--- src/rtl/ps2_pkg.sv ---
// rtl/ps2_pkg.sv - shared PS/2 types, frame length and keyboard command bytes
package ps2_pkg;

    typedef enum logic [2:0] {
        IDLE,
        INHIBIT,
        REQ,
        SHIFT,
        ACK,
        WAIT_IDLE
    } ps2_state_e;

    localparam int PS2_FRAME_BITS = 11;

    localparam logic [7:0] CMD_SET_LEDS = 8'hED;
    localparam logic [7:0] CMD_ENABLE   = 8'hF4;
    localparam logic [7:0] CMD_RESET    = 8'hFF;

    function automatic logic odd_parity(input logic [7:0] data);
        return ~^data;
    endfunction

endpackage

--- src/rtl/ps2_sync_edge.sv ---
// rtl/ps2_sync_edge.sv - 2-flop pin synchroniser with registered falling-edge detect
module ps2_sync_edge (
    input  logic clk_i,
    input  logic rst_i,
    input  logic pin_i,
    output logic level_o,
    output logic fall_o
);

    logic meta_q;
    logic sync_q;
    logic prev_q;

    // Reset to 1 so an idle (pulled-up) bus never produces a spurious fall.
    always_ff @(posedge clk_i or posedge rst_i) begin
        if (rst_i) begin
            meta_q <= 1'b1;
            sync_q <= 1'b1;
            prev_q <= 1'b1;
        end else begin
            meta_q <= pin_i;
            sync_q <= meta_q;
            prev_q <= sync_q;
        end
    end

    assign level_o = sync_q;
    assign fall_o  = prev_q & ~sync_q;

endmodule

--- src/rtl/ps2_host_tx.sv ---
// rtl/ps2_host_tx.sv - PS/2 host-to-device command transmitter with ACK check and timeout
module ps2_host_tx
    import ps2_pkg::*;
#(
    parameter int INHIBIT_CYCLES = 5000,
    parameter int TIMEOUT_CYCLES = 1000000
) (
    input  logic       clk_sys,
    input  logic       reset_sys,
    input  logic       tx_valid,
    input  logic [7:0] tx_data,
    output logic       tx_ready,
    output logic       tx_done,
    output logic       tx_error,
    output logic       busy,
    input  logic       ps2_clk_in,
    input  logic       ps2_dat_in,
    output logic       ps2_clk_oe,
    output logic       ps2_dat_oe
);

    localparam int INH_W = $clog2(INHIBIT_CYCLES + 1);
    localparam int TO_W  = $clog2(TIMEOUT_CYCLES + 1);

    ps2_state_e       state_q, state_d;
    logic [7:0]       data_q, data_d;
    logic             par_q, par_d;
    logic [3:0]       bit_cnt_q, bit_cnt_d;
    logic [INH_W-1:0] inh_cnt_q, inh_cnt_d;
    logic [TO_W-1:0]  to_cnt_q, to_cnt_d;
    logic             ok_q, ok_d;
    logic             clk_oe_q, clk_oe_d;
    logic             dat_oe_q, dat_oe_d;
    logic             ready_q, ready_d;
    logic             done_q, done_d;
    logic             error_q, error_d;
    logic             busy_q, busy_d;

    logic clk_lvl, clk_fall;
    logic dat_lvl, dat_fall_unused;
    logic timing_out;

    ps2_sync_edge u_clk_sync (
        .clk_i   (clk_sys),
        .rst_i   (reset_sys),
        .pin_i   (ps2_clk_in),
        .level_o (clk_lvl),
        .fall_o  (clk_fall)
    );

    ps2_sync_edge u_dat_sync (
        .clk_i   (clk_sys),
        .rst_i   (reset_sys),
        .pin_i   (ps2_dat_in),
        .level_o (dat_lvl),
        .fall_o  (dat_fall_unused)
    );

    always_comb begin
        state_d   = state_q;
        data_d    = data_q;
        par_d     = par_q;
        bit_cnt_d = bit_cnt_q;
        inh_cnt_d = inh_cnt_q;
        to_cnt_d  = to_cnt_q;
        ok_d      = ok_q;
        clk_oe_d  = clk_oe_q;
        dat_oe_d  = dat_oe_q;
        ready_d   = ready_q;
        done_d    = 1'b0;
        error_d   = 1'b0;

        timing_out = 1'b0;
        if (state_q inside {REQ, SHIFT, ACK, WAIT_IDLE}) begin
            to_cnt_d   = to_cnt_q + TO_W'(1);
            timing_out = (to_cnt_q == TO_W'(TIMEOUT_CYCLES - 1));
        end

        case (state_q)
            IDLE: begin
                clk_oe_d = 1'b0;
                dat_oe_d = 1'b0;
                ready_d  = 1'b1;
                if (tx_valid && ready_q) begin
                    data_d    = tx_data;
                    par_d     = odd_parity(tx_data);
                    bit_cnt_d = 4'd0;
                    inh_cnt_d = '0;
                    clk_oe_d  = 1'b1;
                    ready_d   = 1'b0;
                    state_d   = INHIBIT;
                end
            end
            INHIBIT: begin
                inh_cnt_d = inh_cnt_q + INH_W'(1);
                if (inh_cnt_q == INH_W'(INHIBIT_CYCLES - 1)) begin
                    clk_oe_d = 1'b0;
                    dat_oe_d = 1'b1;
                    to_cnt_d = '0;
                    state_d  = REQ;
                end
            end
            REQ: begin
                if (clk_fall) begin
                    dat_oe_d  = ~data_q[0];
                    bit_cnt_d = 4'd1;
                    state_d   = SHIFT;
                end
            end
            SHIFT: begin
                // bit_cnt_q counts falls already seen: 1..7 -> D1..D7, 8 -> parity, 9 -> stop
                if (clk_fall) begin
                    if (bit_cnt_q < 4'd8) begin
                        dat_oe_d = ~data_q[bit_cnt_q[2:0]];
                    end else if (bit_cnt_q == 4'd8) begin
                        dat_oe_d = ~par_q;
                    end else begin
                        dat_oe_d = 1'b0;
                        state_d  = ACK;
                    end
                    if (bit_cnt_q != 4'hF) begin
                        bit_cnt_d = bit_cnt_q + 4'd1;
                    end
                end
            end
            ACK: begin
                if (clk_fall) begin
                    ok_d    = ~dat_lvl;
                    state_d = WAIT_IDLE;
                end
            end
            WAIT_IDLE: begin
                if (clk_lvl && dat_lvl) begin
                    done_d  = ok_q;
                    error_d = ~ok_q;
                    state_d = IDLE;
                end
            end
            default: state_d = IDLE;
        endcase

        if (timing_out) begin
            clk_oe_d = 1'b0;
            dat_oe_d = 1'b0;
            done_d   = 1'b0;
            error_d  = 1'b1;
            state_d  = IDLE;
        end

        busy_d = (state_d != IDLE);
    end

    always_ff @(posedge clk_sys or posedge reset_sys) begin
        if (reset_sys) begin
            state_q   <= IDLE;
            data_q    <= 8'h00;
            par_q     <= 1'b0;
            bit_cnt_q <= 4'd0;
            inh_cnt_q <= '0;
            to_cnt_q  <= '0;
            ok_q      <= 1'b0;
            clk_oe_q  <= 1'b0;
            dat_oe_q  <= 1'b0;
            ready_q   <= 1'b1;
            done_q    <= 1'b0;
            error_q   <= 1'b0;
            busy_q    <= 1'b0;
        end else begin
            state_q   <= state_d;
            data_q    <= data_d;
            par_q     <= par_d;
            bit_cnt_q <= bit_cnt_d;
            inh_cnt_q <= inh_cnt_d;
            to_cnt_q  <= to_cnt_d;
            ok_q      <= ok_d;
            clk_oe_q  <= clk_oe_d;
            dat_oe_q  <= dat_oe_d;
            ready_q   <= ready_d;
            done_q    <= done_d;
            error_q   <= error_d;
            busy_q    <= busy_d;
        end
    end

    assign tx_ready   = ready_q;
    assign tx_done    = done_q;
    assign tx_error   = error_q;
    assign busy       = busy_q;
    assign ps2_clk_oe = clk_oe_q;
    assign ps2_dat_oe = dat_oe_q;

endmodule

--- config.mk ---
export PLATFORM = sky130hd
export DESIGN_NAME = ps2_host_tx
export DESIGN_NICKNAME = d
export VERILOG_FILES = /design/src/rtl/ps2_pkg.sv /design/src/rtl/ps2_sync_edge.sv /design/src/rtl/ps2_host_tx.sv
export SDC_FILE = /design/constraint.sdc
export NUM_CORES = 1
export LEC_CHECK = 0
export BUFFER_PORTS_ARGS = -buffer_cell sky130_fd_sc_hd__buf_2
export CAP_MARGIN = 10
export CORE_MARGIN = 5
export CORE_UTILIZATION = 66
export CTS_BUF_LIST = sky130_fd_sc_hd__clkbuf_4 sky130_fd_sc_hd__clkbuf_8
export DETAILED_ROUTE_END_ITERATION = 16
export PLACE_DENSITY = 0.93
export SLEW_MARGIN = 20
export SYNTH_ARGS = -nofsm -noshare
export SYNTH_HDL_FRONTEND = slang
export SYNTH_SLANG_ARGS = --single-unit
--- constraint.sdc ---
create_clock -name clk_sys -period 3.8 [get_ports clk_sys]
set_clock_uncertainty 0.2 [all_clocks]
set_input_delay 0.57 -clock clk_sys [delete_from_list [all_inputs] [get_ports clk_sys]]
set_output_delay 0.57 -clock clk_sys [all_outputs]
set_load 0.01 [all_outputs]
==> results by group <==
Outcome
  • Outcome: complete, no violations

Placed design
  • Count of buffers from port buffering: 18
  • Post-place instance area: about 3400 sq um
  • Post-Place Setup Slack: approximately 1400 ps
  • DP Wirelength: 5074 microns
  • Global placer's final weighted congestion: ~0.93

Pwr
  • Switching pwr: approximately 300 uW
  • P_leak: roughly 1.6 nW
  • Worst vdd ir: ~310 uV
  • Cell Int Power: 1.007 mW
  • Total power divided by cell area: about 370 nW/um^2
  • Switching power as a share of total power: 0.2317
  • Part of the power in combinational logic: 0.030
  • Fraction of power consumed by sequential logic: 0.501
  • Portion of total power attributed to the clock network: 0.469

Worst setup path
  • Data arrival time of the critical path: around 2600 ps
  • CP required: 3870 ps
  • Critical path startpoint category: register
  • Critical path start-end classification: register to register
  • Maximum fanout count along the critical path: 16
  • CP Capture Type: register
  • Worst reg2reg startpoint: state_q[2]
  • Launching element of the worst setup path: state_q[2]

Floorplan
  • I/O pins: 19
  • Floorplan row count: 25
  • Floorplan die area: about 6400 sq um
  • Horizontal extent of the die: 79.83 microns
  • Core area: around 4700 sq um
  • Floorplan die height: roughly 80 microns
  • Initial standard-cell utilization of the core: 0.6813

Clocking
  • Inserted Clock Buffers: 9
  • H-tree lvl count: 3
  • Sink count of the clock tree: 61
  • Reg clk slew, reported paths: ~70 ps
  • Number of buffers on the longest clock path: 2
  • Cells resized by post-CTS repair: 0
  • Hold buffers post-CTS: 0
  • CTS tree: yes
  • Root Driver: sky130_fd_sc_hd__clkbuf_8
  • Post-CTS setup buffer count: 0
  • Clock latency of the later-clocked register in the worst-skew pair: around 350 ps

Synth
  • Post-Syn Nets: between 300 and 400
  • Synthesized flop and latch total: a little over 60
  • Number of cells produced by synthesis: 342
  • Synth Cell Area: 3218 sq um
  • Average footprint of a synthesized cell: ~9.4 sq um
  • Total of warnings raised by yosys: 0
  • Portion of the post-synthesis area used by sequential elements: 0.4767
  • Post-synth EDFFs: 0
  • Async SR Flop Fraction: 1.000
  • Post-synthesis cell type count: 51
  • Main flop type after synthesis: sky130_fd_sc_hd__dfrtp_1

GRT
  • Overall Global Routing Usage: 0.2763
  • Initial antenna violation count: 0
  • GRT Residual Overflow: 0
  • Via count of the first global-routing pass: around 2800
  • Maximum number of pins on one net before global-route repair: 36
  • Global-route wire length before repair: between 10000 and 15000 microns

Detailed routing
  • First-pass iteration count of the detailed router: 5
  • Antenna Violating Nets Remaining: 0
  • DRC violation count after routing: 0
  • DR vias/cell: around 6.5
  • Total via count after detailed routing: between 2000 and 3000
  • Average wire per standard cell: roughly 18 microns
  • Initial DRC Count: roughly 440
  • Routed wire length: around 7700 microns

Hold path
  • Worst hold start: ps2_dat_in
  • Tightest Hold Check Type: input port to register

Timing
  • Setup TNS after final layout: 0 ps
  • RSZ-0062 raised after global routing: false
  • Highest Clock Rate: slightly below 400 MHz
  • Slew at the pin closest to its max-slew limit: just under 800 ps
  • Least setup slack across all paths after layout: approximately 1300 ps
  • Number of pins exceeding their max-slew limit in the final report: 0
  • Endpoints failing hold: 0
  • Final setup vio count: 0
  • Tightest slew margin relative to the limit: 0.4746
  • Post-route fraction of the period consumed by the critical path: 0.6634
  • Clock period minus worst slack: 2521 ps

Run
  • # Max-Cap Violations: 0

Layout
  • # diodes: 0
  • Layout overhead on the synthesized area: 11.04%
  • Final standard cell area without fillers: between 3000 and 4000 sq um
  • Final Net Count: roughly 380
  • Leading cell type in the layout, fill and taps excluded: sky130_fd_sc_hd__dfrtp_1
  • Top library cells by usage in the layout, fill and taps aside: sky130_fd_sc_hd__dfrtp_1, sky130_fd_sc_hd__nand2_1, sky130_fd_sc_hd__nor2_1
  • Proportion of layout cells with a drive suffix above 1: 0.1503
==> metal layers <==
metal / global-route usage / vias up / share of wire
li1: - / 1289 / -
met1: 0.3601 / 1384 / 0.41
met2: 0.4508 / 123 / 0.51
met3: 0.05869 / 15 / 0.064
met4: 0.1098 / 0 / 0.020
met5: 0 / - / 0
==> sequential cells by signal, indices dropped and copies added (netlist names), 3 cells and up <==
signal,count
bit_cnt_q,4
data_q,8
to_cnt_q,20
state_q,3
inh_cnt_q,13
==> synth_stat cells (2+ instances only) <==
library cell	instances	area, sq um
sky130_fd_sc_hd__dfstp_2	6	157.7
sky130_fd_sc_hd__nand4_1	15	93.84
sky130_fd_sc_hd__mux4_2	2	45.04
sky130_fd_sc_hd__or2_2	3	18.77
sky130_fd_sc_hd__nor4_1	5	31.28
sky130_fd_sc_hd__nor4b_1	5	43.79
sky130_fd_sc_hd__nor3_1	7	35.03
sky130_fd_sc_hd__xor2_1	11	96.34
sky130_fd_sc_hd__dfrtp_1	55	1376
sky130_fd_sc_hd__mux2i_1	3	30.03
sky130_fd_sc_hd__and2_1	7	43.79
sky130_fd_sc_hd__nand2_1	46	172.7
sky130_fd_sc_hd__inv_1	12	45.04
sky130_fd_sc_hd__a21oi_1	20	100.1
sky130_fd_sc_hd__o22ai_1	2	12.51
sky130_fd_sc_hd__a31oi_1	4	25.02
sky130_fd_sc_hd__o21bai_1	2	15.01
sky130_fd_sc_hd__nor2_1	23	86.33
sky130_fd_sc_hd__nor2b_1	3	18.77
sky130_fd_sc_hd__ha_1	4	50.05
sky130_fd_sc_hd__and3_1	9	56.30
sky130_fd_sc_hd__xnor2_1	9	78.83
sky130_fd_sc_hd__nand2b_1	5	31.28
sky130_fd_sc_hd__o21ai_0	8	40.04
sky130_fd_sc_hd__or4_1	13	97.59
sky130_fd_sc_hd__nand3_1	15	75.07
sky130_fd_sc_hd__clkbuf_1	10	37.54
sky130_fd_sc_hd__o31ai_1	15	112.6
==> critical path, cell delays in order (launching register included) <==
cell                      delay, ps
sky130_fd_sc_hd__dfrtp_1        560
sky130_fd_sc_hd__or2_4          330
sky130_fd_sc_hd__or4_1          640
sky130_fd_sc_hd__or4_1          550
sky130_fd_sc_hd__a21oi_1        160
==> power groups by stage <==
stage	registers, mW	clock network (mW)	logic [mW]
6_report	0.657	0.615	0.0392
5_1_grt	0.657	0.650	0.0446
4_1_cts	0.657	0.614	0.0401
3_5_place_dp	0.669	0	0.0396
3_3_place_gp	0.668	0	0.0382
2_1_floorplan	0.668	0	0.0243
==> logic make-up (layout without fill, tap and decap cells) <==
logic type / count (synthesis) / count (layout) / synth area share
simple gates: 163 / 163 / 0.2687
compound gates: 63 / 63 / 0.1279
flops: 61 / 61 / 0.4767
buf+inv: 25 / 49 / 0.02993
xor+xnor: 20 / 20 / 0.05443
mux: 6 / 6 / 0.02683
fa+ha+maj: 4 / 4 / 0.01555
==> stage by stage <==
stage / power (mW) / utilization / hold slack [ps] / instances
floorplan: 0.6921 / - / 145.2 / 342
global placement: 0.7067 / 0.7121 / 145.8 / 417
detailed placement: 0.7084 / 0.7121 / 151.0 / 417
CTS: 1.311 / 0.7566 / 113.8 / 433
global route: 1.352 / 0.7566 / 109.4 / 433
finish: 1.311 / 0.7566 / 120.1 / 433
==> path summary, 6_finish.rpt <==
| check | endpoint | slack (ps) | depth (start not counted) |
|---|---|---|---|
| worst min-delay path | u_dat_sync.meta_q | 120 | 1 |
| max in group asynchronous | tx_ready | 2390 | 3 |
| worst max-delay path | inh_cnt_q[11] | 1280 | 4 |
| worst max register to register | inh_cnt_q[11] | 1280 | 4 |
| worst min register to register | u_clk_sync.level_o | 160 | 0 |
| min in group asynchronous | par_q | 140 | 2 |
==> layout make-up <==
type	count	area [sq um]
inverters	12	45.04
repair buffers	21	112.6
clock buffers	11	151.4
well taps	67	83.83
fillers	319	1150
flip-flops and latches	61	1534
clock inverters	5	58.81
multi-input cells	256	1588
(Power assumes the default switching activity.)
